$ cat config.mk
export PLATFORM = sky130hd
export DESIGN_NAME = oisc8_fetch_seq
export DESIGN_NICKNAME = d
export VERILOG_FILES = /design/src/rtl/oisc8_pkg.sv /design/src/rtl/oisc8_fetch_seq.sv
export SDC_FILE = /design/constraint.sdc
export NUM_CORES = 1
export LEC_CHECK = 0
export CAP_MARGIN = 20
export CORE_ASPECT_RATIO = 0.8
export CORE_MARGIN = 3
export CORE_UTILIZATION = 30
export CTS_CLUSTER_SIZE = 40
export DETAILED_ROUTE_END_ITERATION = 8
export PLACE_DENSITY = 0.64
export SYNTH_ARGS = -nofsm -noshare
export SYNTH_HDL_FRONTEND = slang
export SYNTH_SLANG_ARGS = --single-unit
$ cat constraint.sdc
create_clock -name clk -period 2 [get_ports clk]
set_clock_uncertainty 0.2 [all_clocks]
set_input_delay 0.4 -clock clk [delete_from_list [all_inputs] [get_ports clk]]
set_output_delay 0.4 -clock clk [all_outputs]
set_load 0.05 [all_outputs]
$ cat src/rtl/oisc8_pkg.sv
// OISC8 shared types: move-bus address codes, instruction word layout
// and sequencer state encoding.
package oisc8_pkg;

  typedef enum logic [3:0] {
    REG0   = 4'd0,
    REG1   = 4'd1,
    REG2   = 4'd2,
    REG3   = 4'd3,
    MEMPT0 = 4'd4,
    MEMPT1 = 4'd5,
    MEM    = 4'd6,
    ALUA   = 4'd7,
    ALUB   = 4'd8,
    BRPT0  = 4'd9,
    BRPT1  = 4'd10,
    BRZ    = 4'd11,
    IOPORT = 4'd12,
    DNONE  = 4'd15
  } e_iaddr_dst;

  typedef enum logic [7:0] {
    NULL  = 8'h00,
    REG0R = 8'h01,
    REG1R = 8'h02,
    REG2R = 8'h03,
    REG3R = 8'h04,
    MEMR  = 8'h05,
    ADD   = 8'h10,
    SUB   = 8'h11,
    PC0R  = 8'h20,
    PC1R  = 8'h21
  } e_iaddr_src;

  typedef enum logic {
    RUN  = 1'b0,
    HALT = 1'b1
  } e_seq_state;

  localparam logic [3:0] NOP_DST = 4'd15;

  typedef struct packed {
    logic       imm;
    e_iaddr_dst dst;
    e_iaddr_src src;
  } t_instr;

endpackage

$ cat src/rtl/oisc8_fetch_seq.sv
// OISC8 instruction sequencer: F/R/E fetch pipeline, BRZ redirect,
// stall hold and terminal HALT state.
module oisc8_fetch_seq
  import oisc8_pkg::*;
#(
  parameter int unsigned         PC_WIDTH  = 16,
  parameter logic [PC_WIDTH-1:0] RESET_VEC = '0,
  parameter logic [3:0]          NOP_DST   = 4'd15
) (
  input  logic                clk,
  input  logic                rst,
  output logic [PC_WIDTH-1:0] rom_addr,
  output logic                rom_en,
  input  logic [12:0]         rom_data,
  input  logic [7:0]          bus_data,
  input  logic [PC_WIDTH-1:0] br_target,
  input  logic                stall,
  input  logic                halt_req,
  output logic                imm,
  output logic [3:0]          instr_dst,
  output logic [7:0]          instr_src,
  output logic [PC_WIDTH-1:0] pc,
  output logic                valid,
  output logic                halted
);

  localparam t_instr NOP = '{
    imm: 1'b0,
    dst: e_iaddr_dst'(NOP_DST),
    src: NULL
  };

  e_seq_state          state, state_n;
  logic [PC_WIDTH-1:0] fpc, fpc_n;
  logic                v_r, v_r_n;
  logic [PC_WIDTH-1:0] pc_r, pc_r_n;
  t_instr              ir, ir_n;
  logic                valid_e, valid_e_n;
  logic [PC_WIDTH-1:0] pc_e, pc_e_n;
  logic                br_take;

  always_ff @(posedge clk or negedge rst) begin
    if (!rst) begin
      state   <= RUN;
      fpc     <= RESET_VEC;
      v_r     <= 1'b0;
      pc_r    <= '0;
      ir      <= NOP;
      valid_e <= 1'b0;
      pc_e    <= '0;
    end else begin
      state   <= state_n;
      fpc     <= fpc_n;
      v_r     <= v_r_n;
      pc_r    <= pc_r_n;
      ir      <= ir_n;
      valid_e <= valid_e_n;
      pc_e    <= pc_e_n;
    end
  end

  assign br_take = valid_e && (ir.dst == BRZ)
                && (bus_data == 8'h00);

  // Holding every register is the stall and HALT behaviour.
  always_comb begin
    state_n   = state;
    fpc_n     = fpc;
    v_r_n     = v_r;
    pc_r_n    = pc_r;
    ir_n      = ir;
    valid_e_n = valid_e;
    pc_e_n    = pc_e;
    rom_en    = 1'b0;
    unique case (state)
      RUN: begin
        if (!stall) begin
          rom_en = 1'b1;
          if (halt_req) begin
            state_n   = HALT;
            v_r_n     = 1'b0;
            ir_n      = NOP;
            valid_e_n = 1'b0;
          end else if (br_take) begin
            fpc_n     = br_target;
            v_r_n     = 1'b0;
            ir_n      = NOP;
            valid_e_n = 1'b0;
          end else begin
            fpc_n     = fpc + 1'b1;
            v_r_n     = 1'b1;
            pc_r_n    = fpc;
            ir_n      = v_r ? t_instr'(rom_data) : NOP;
            valid_e_n = v_r;
            pc_e_n    = pc_r;
          end
        end
      end
      HALT: begin
      end
    endcase
  end

  assign rom_addr  = fpc;
  assign imm       = ir.imm;
  assign instr_dst = ir.dst;
  assign instr_src = ir.src;
  assign pc        = pc_e;
  assign valid     = valid_e;
  assign halted    = (state == HALT);

endmodule

==> report_table.html <==
<table>
<tr><th>Metric</th><th>Value</th></tr>
<tr><th colspan="2">Outcome</th></tr>
<tr><td>Outcome</td><td>completed</td></tr>
<tr><th colspan="2">Synthesis</th></tr>
<tr><td>Sequential-to-total area share from yosys stat</td><td>55.7%</td></tr>
<tr><td>Yosys reg bits</td><td>64</td></tr>
<tr><td>Cell count after synthesis</td><td>~240</td></tr>
<tr><td>Library cell occupying the most area in the post-synthesis netlist</td><td>sky130_fd_sc_hd__dfrtp_1</td></tr>
<tr><td>Dominant register cell in the synthesized netlist</td><td>sky130_fd_sc_hd__dfrtp_1</td></tr>
<tr><td>Post-synth design cell area</td><td>between 2000 and 3000 µm²</td></tr>
<tr><td>Ys Warns</td><td>0</td></tr>
<tr><td>Leading post-synthesis cells by cell area</td><td>sky130_fd_sc_hd__dfrtp_1 52%, sky130_fd_sc_hd__mux2_2 11%, sky130_fd_sc_hd__mux2i_1 4.2%</td></tr>
<tr><td>Area share of the largest cell type after synthesis</td><td>52.1%</td></tr>
<tr><td>Proportion of synthesized flip-flops having asynchronous set or reset</td><td>100%</td></tr>
<tr><td>EDFF count, synth</td><td>0</td></tr>
<tr><td>Average instance area after synthesis</td><td>12.2 µm²</td></tr>
<tr><td>Synthesized Nets</td><td>about 280</td></tr>
<tr><td>Distinct cell type count of the synthesized netlist</td><td>between 40 and 50</td></tr>
<tr><th colspan="2">CTS</th></tr>
<tr><td>TritonCTS clock tree</td><td>yes</td></tr>
<tr><td>Worst-path clk slew</td><td>0.05 ns</td></tr>
<tr><td>Htree depth</td><td>3</td></tr>
<tr><td>Clock net sink count</td><td>between 60 and 70</td></tr>
<tr><td>Total clock buffers created by CTS</td><td>9</td></tr>
<tr><td>Deepest clock path buffer count</td><td>2</td></tr>
<tr><td>Insertion delay of the later-clocked pin in the worst-skew pair</td><td>about 0.33 ns</td></tr>
<tr><td>CTS Root Cell</td><td>sky130_fd_sc_hd__clkbuf_16</td></tr>
<tr><th colspan="2">STA</th></tr>
<tr><td>Maximum clock frequency</td><td>511 MHz</td></tr>
<tr><td>Hold Slack</td><td>roughly 0.30 ns</td></tr>
<tr><td>Hold Fails Final Rpt</td><td>0</td></tr>
<tr><td>Transition time of the tightest slew-check pin</td><td>around 0.36 ns</td></tr>
<tr><td>Share of the clock period used by the worst path</td><td>between 90% and 100%</td></tr>
<tr><td>Final max-slew violation count</td><td>0</td></tr>
<tr><td>Setup repair after global routing missed its margin</td><td>yes</td></tr>
<tr><td>Final count of negative-setup-slack endpoints</td><td>0</td></tr>
<tr><td>Worst Slack Setup Final</td><td>between 0.04 and 0.05 ns</td></tr>
<tr><td>Max-Slew Margin vs Limit</td><td>between 70% and 80%</td></tr>
<tr><td>Final critical delay including setup and external delays</td><td>slightly below 2 ns</td></tr>
<tr><td>Final-layout setup total negative slack</td><td>0 ns</td></tr>
<tr><th colspan="2">Floorplanning</th></tr>
<tr><td>Overall die area</td><td>roughly 11000 µm²</td></tr>
<tr><td>Total I/O pin count</td><td>89</td></tr>
<tr><td>Initial core utilization</td><td>a little under a third</td></tr>
<tr><td>Count of standard-cell rows</td><td>31</td></tr>
<tr><td>Die boundary height</td><td>around 94 µm</td></tr>
<tr><td>Floorplan core area</td><td>just over 9000 µm²</td></tr>
<tr><td>Floorplan die width</td><td>around 120 µm</td></tr>
<tr><th colspan="2">Routing</th></tr>
<tr><td>Per-cell via count in the routed design</td><td>between 5 and 6</td></tr>
<tr><td>Remaining DRCs</td><td>0</td></tr>
<tr><td>Count of antenna-violating nets left after detailed routing</td><td>0</td></tr>
<tr><td>Wire length per cell</td><td>roughly 16 µm</td></tr>
<tr><td>Vias post-DR</td><td>around 2400</td></tr>
<tr><td>TritonRoute pass-1 iters</td><td>5</td></tr>
<tr><td>Routed wire length</td><td>around 7.7 mm</td></tr>
<tr><td>Iter 0 DRT Violations</td><td>between 100 and 150</td></tr>
<tr><th colspan="2">Job</th></tr>
<tr><td>Number of max-cap violations</td><td>0</td></tr>
<tr><th colspan="2">Placed design</th></tr>
<tr><td>Post-Place Setup Slack</td><td>-0.392 ns</td></tr>
<tr><td>Cell area reported after detailed placement</td><td>4130 µm²</td></tr>
<tr><td>Port buffer count</td><td>88</td></tr>
<tr><td>HPWL after detailed placement</td><td>between 5 and 6 mm</td></tr>
<tr><td>Final RePlAce weighted congestion</td><td>approximately 0.8</td></tr>
<tr><td>Number of placed cells counting well taps</td><td>between 400 and 500</td></tr>
<tr><th colspan="2">Cells and area</th></tr>
<tr><td>Number of antenna repair diodes</td><td>0</td></tr>
<tr><td>Fin cells</td><td>a little under 500</td></tr>
<tr><td>Most common library cell in the layout ignoring fill and taps</td><td>sky130_fd_sc_hd__buf_4</td></tr>
<tr><td>Storage cell area</td><td>roughly 1600 µm²</td></tr>
<tr><td>Most frequent cells in the layout</td><td>78 x sky130_fd_sc_hd__buf_4, 48 x sky130_fd_sc_hd__dfrtp_1, 35 x sky130_fd_sc_hd__clkdlybuf4s50_1, 28 x sky130_fd_sc_hd__mux2_2</td></tr>
<tr><td>Syn-to-layout area delta</td><td>57.5%</td></tr>
<tr><td>Number of nets in the layout</td><td>~400</td></tr>
<tr><td>Share of cells above drive strength 1</td><td>around 44%</td></tr>
<tr><td>Combined area of the multi-input logic cells</td><td>about 1200 µm²</td></tr>
<tr><td>Filler instances</td><td>between 800 and 900</td></tr>
<tr><td>Post-route cell area</td><td>4540 µm²</td></tr>
<tr><th colspan="2">Global route</th></tr>
<tr><td>Gr ovfl total</td><td>0</td></tr>
<tr><td>First-pass GRT wire length</td><td>roughly 12 mm</td></tr>
<tr><td>Maximum number of pins on one net before global-route repair</td><td>between 60 and 70</td></tr>
<tr><td>Number of global-route vias before repair</td><td>about 2400</td></tr>
<tr><td>Total GRT Usage</td><td>14.7%</td></tr>
<tr><td>Antenna violations before repair</td><td>0</td></tr>
<tr><th colspan="2">Critical path</th></tr>
<tr><td>Kind of start point of the critical path</td><td>flop</td></tr>
<tr><td>Worst setup slack for register-to-register paths</td><td>~0.041 ns</td></tr>
<tr><td>Nature of the critical path endpoint</td><td>flop</td></tr>
<tr><td>Longest individual stage delay on the worst path</td><td>around 0.53 ns</td></tr>
<tr><td>Critical path startpoint</td><td>instr_dst[1]</td></tr>
<tr><td>Cell depth of the worst flop-to-flop path</td><td>5</td></tr>
<tr><td>Chain of cells forming the critical path</td><td>nor4b_4 &gt; nand4_4 &gt; nand2_4 &gt; buf_12 &gt; mux2_2</td></tr>
<tr><td>R2r endpoint</td><td>pc[7]</td></tr>
<tr><td>Critical path's top delay family</td><td>simple AND/OR/NAND/NOR gates</td></tr>
<tr><td>Critical Path Stages</td><td>5</td></tr>
<tr><td>Slowest cell on the critical path</td><td>sky130_fd_sc_hd__dfstp_2</td></tr>
<tr><td>Crit path arrival time</td><td>slightly below 2 ns</td></tr>
<tr><td>Setup Crit Path Kind</td><td>flop to flop</td></tr>
<tr><td>CP Buf/Inv Count</td><td>1</td></tr>
<tr><td>Critical R2R Launch</td><td>instr_dst[1]</td></tr>
<tr><td>Critical Path End</td><td>pc[7]</td></tr>
<tr><td>Worst Path Required</td><td>approximately 2 ns</td></tr>
<tr><td>Crit Path Max Fanout</td><td>19</td></tr>
<tr><th colspan="2">Power</th></tr>
<tr><td>Ratio of total power to cell area</td><td>roughly 900 nW/µm²</td></tr>
<tr><td>Maximum resistive drop on vdd</td><td>about 0.00036 V</td></tr>
<tr><td>Leakage component of the power</td><td>2.19 nW</td></tr>
<tr><th colspan="2">Worst hold path</th></tr>
<tr><td>Type of the tightest min-delay check</td><td>flop to flop</td></tr>
<tr><td>HP Start</td><td>pc_r[2]</td></tr>
</table>
[state kept, by name, indices dropped and copies added (netlist names)]
name,count
halted,1
rom_addr,16
pc_r,16
v_r,1
instr_src,8
valid,1
instr_dst,4
imm,1
pc,16
[power by group]
group          internal, mW  switching (mW)
clock network          1.28           0.545
logic                 0.334           0.433
registers              1.42          0.0764
[cell type report]
type	instances	area share [%]
Clock buffer	11	5.57
Clock inverter	5	2.26
Inverter	6	0.496
Multi-Input combinational cell	152	27.2
Sequential cell	64	35.7
Tap cell	115	3.17
Timing Repair Buffer	128	25.6
[per-layer routing]
| layer | vias up | routed length, µm | part of all wire [%] | track usage, % |
|---|---|---|---|---|
| met5 | - | 0 | 0 | 0 |
| met4 | 0 | 85 | 1.1 | 4.40 |
| met3 | 6 | 714 | 9.2 | 5.41 |
| met2 | 95 | 3360 | 43 | 21.6 |
| met1 | 1177 | 3580 | 46 | 20.1 |
| li1 | 1142 | - | - | - |
[Yosys cell counts, types with 7 or more instances]
cell type                   instances
sky130_fd_sc_hd__o21ai_0            8
sky130_fd_sc_hd__dfrtp_1           60
sky130_fd_sc_hd__nand2_1           13
sky130_fd_sc_hd__a2bb2oi_1          7
sky130_fd_sc_hd__a21oi_1            9
sky130_fd_sc_hd__mux2i_1           12
sky130_fd_sc_hd__clkbuf_1           8
sky130_fd_sc_hd__a22o_1             9
sky130_fd_sc_hd__or3_1              7
sky130_fd_sc_hd__mux2_2            29
sky130_fd_sc_hd__nand3_1           10
[logic make-up after synthesis]
family	share of synthesized area, %
muxes	15.9
DFF	55.7
and+or+nand+nor	12.8
buffers and inverters	3.30
adders and majority gates	0.434
AOI/OAI and AO/OA	11.8
[through the flow]
step | total power [mW] | utilization, %
final | 4.09 | 49.4
after global routing | 4.26 | 49.4
after CTS | 4.14 | 48.9
after detailed placement | 2.28 | 45.0
after global placement | 2.27 | 45.0
after floorplan | 1.91 | -
[worst min path at each step]
stage / end / depth (start not counted)
2_1_floorplan: halted / 0
3_3_place_gp: valid / 2
3_5_place_dp: pc[2] / 2
4_1_cts: v_r / 2
5_1_grt: pc[1] / 1
6_report: pc[2] / 1
[what timing repair did]
action / in CTS / in global routing
hold buffers: 1 / 0
endpoints found under the hold margin: 60 / 0
buffers inserted: 0 / 3
endpoints found under the setup margin: 41 / 33
gates resized for setup: 7 / 4
pin swaps: 1 / 1
Power figures use the tool's default switching activity.
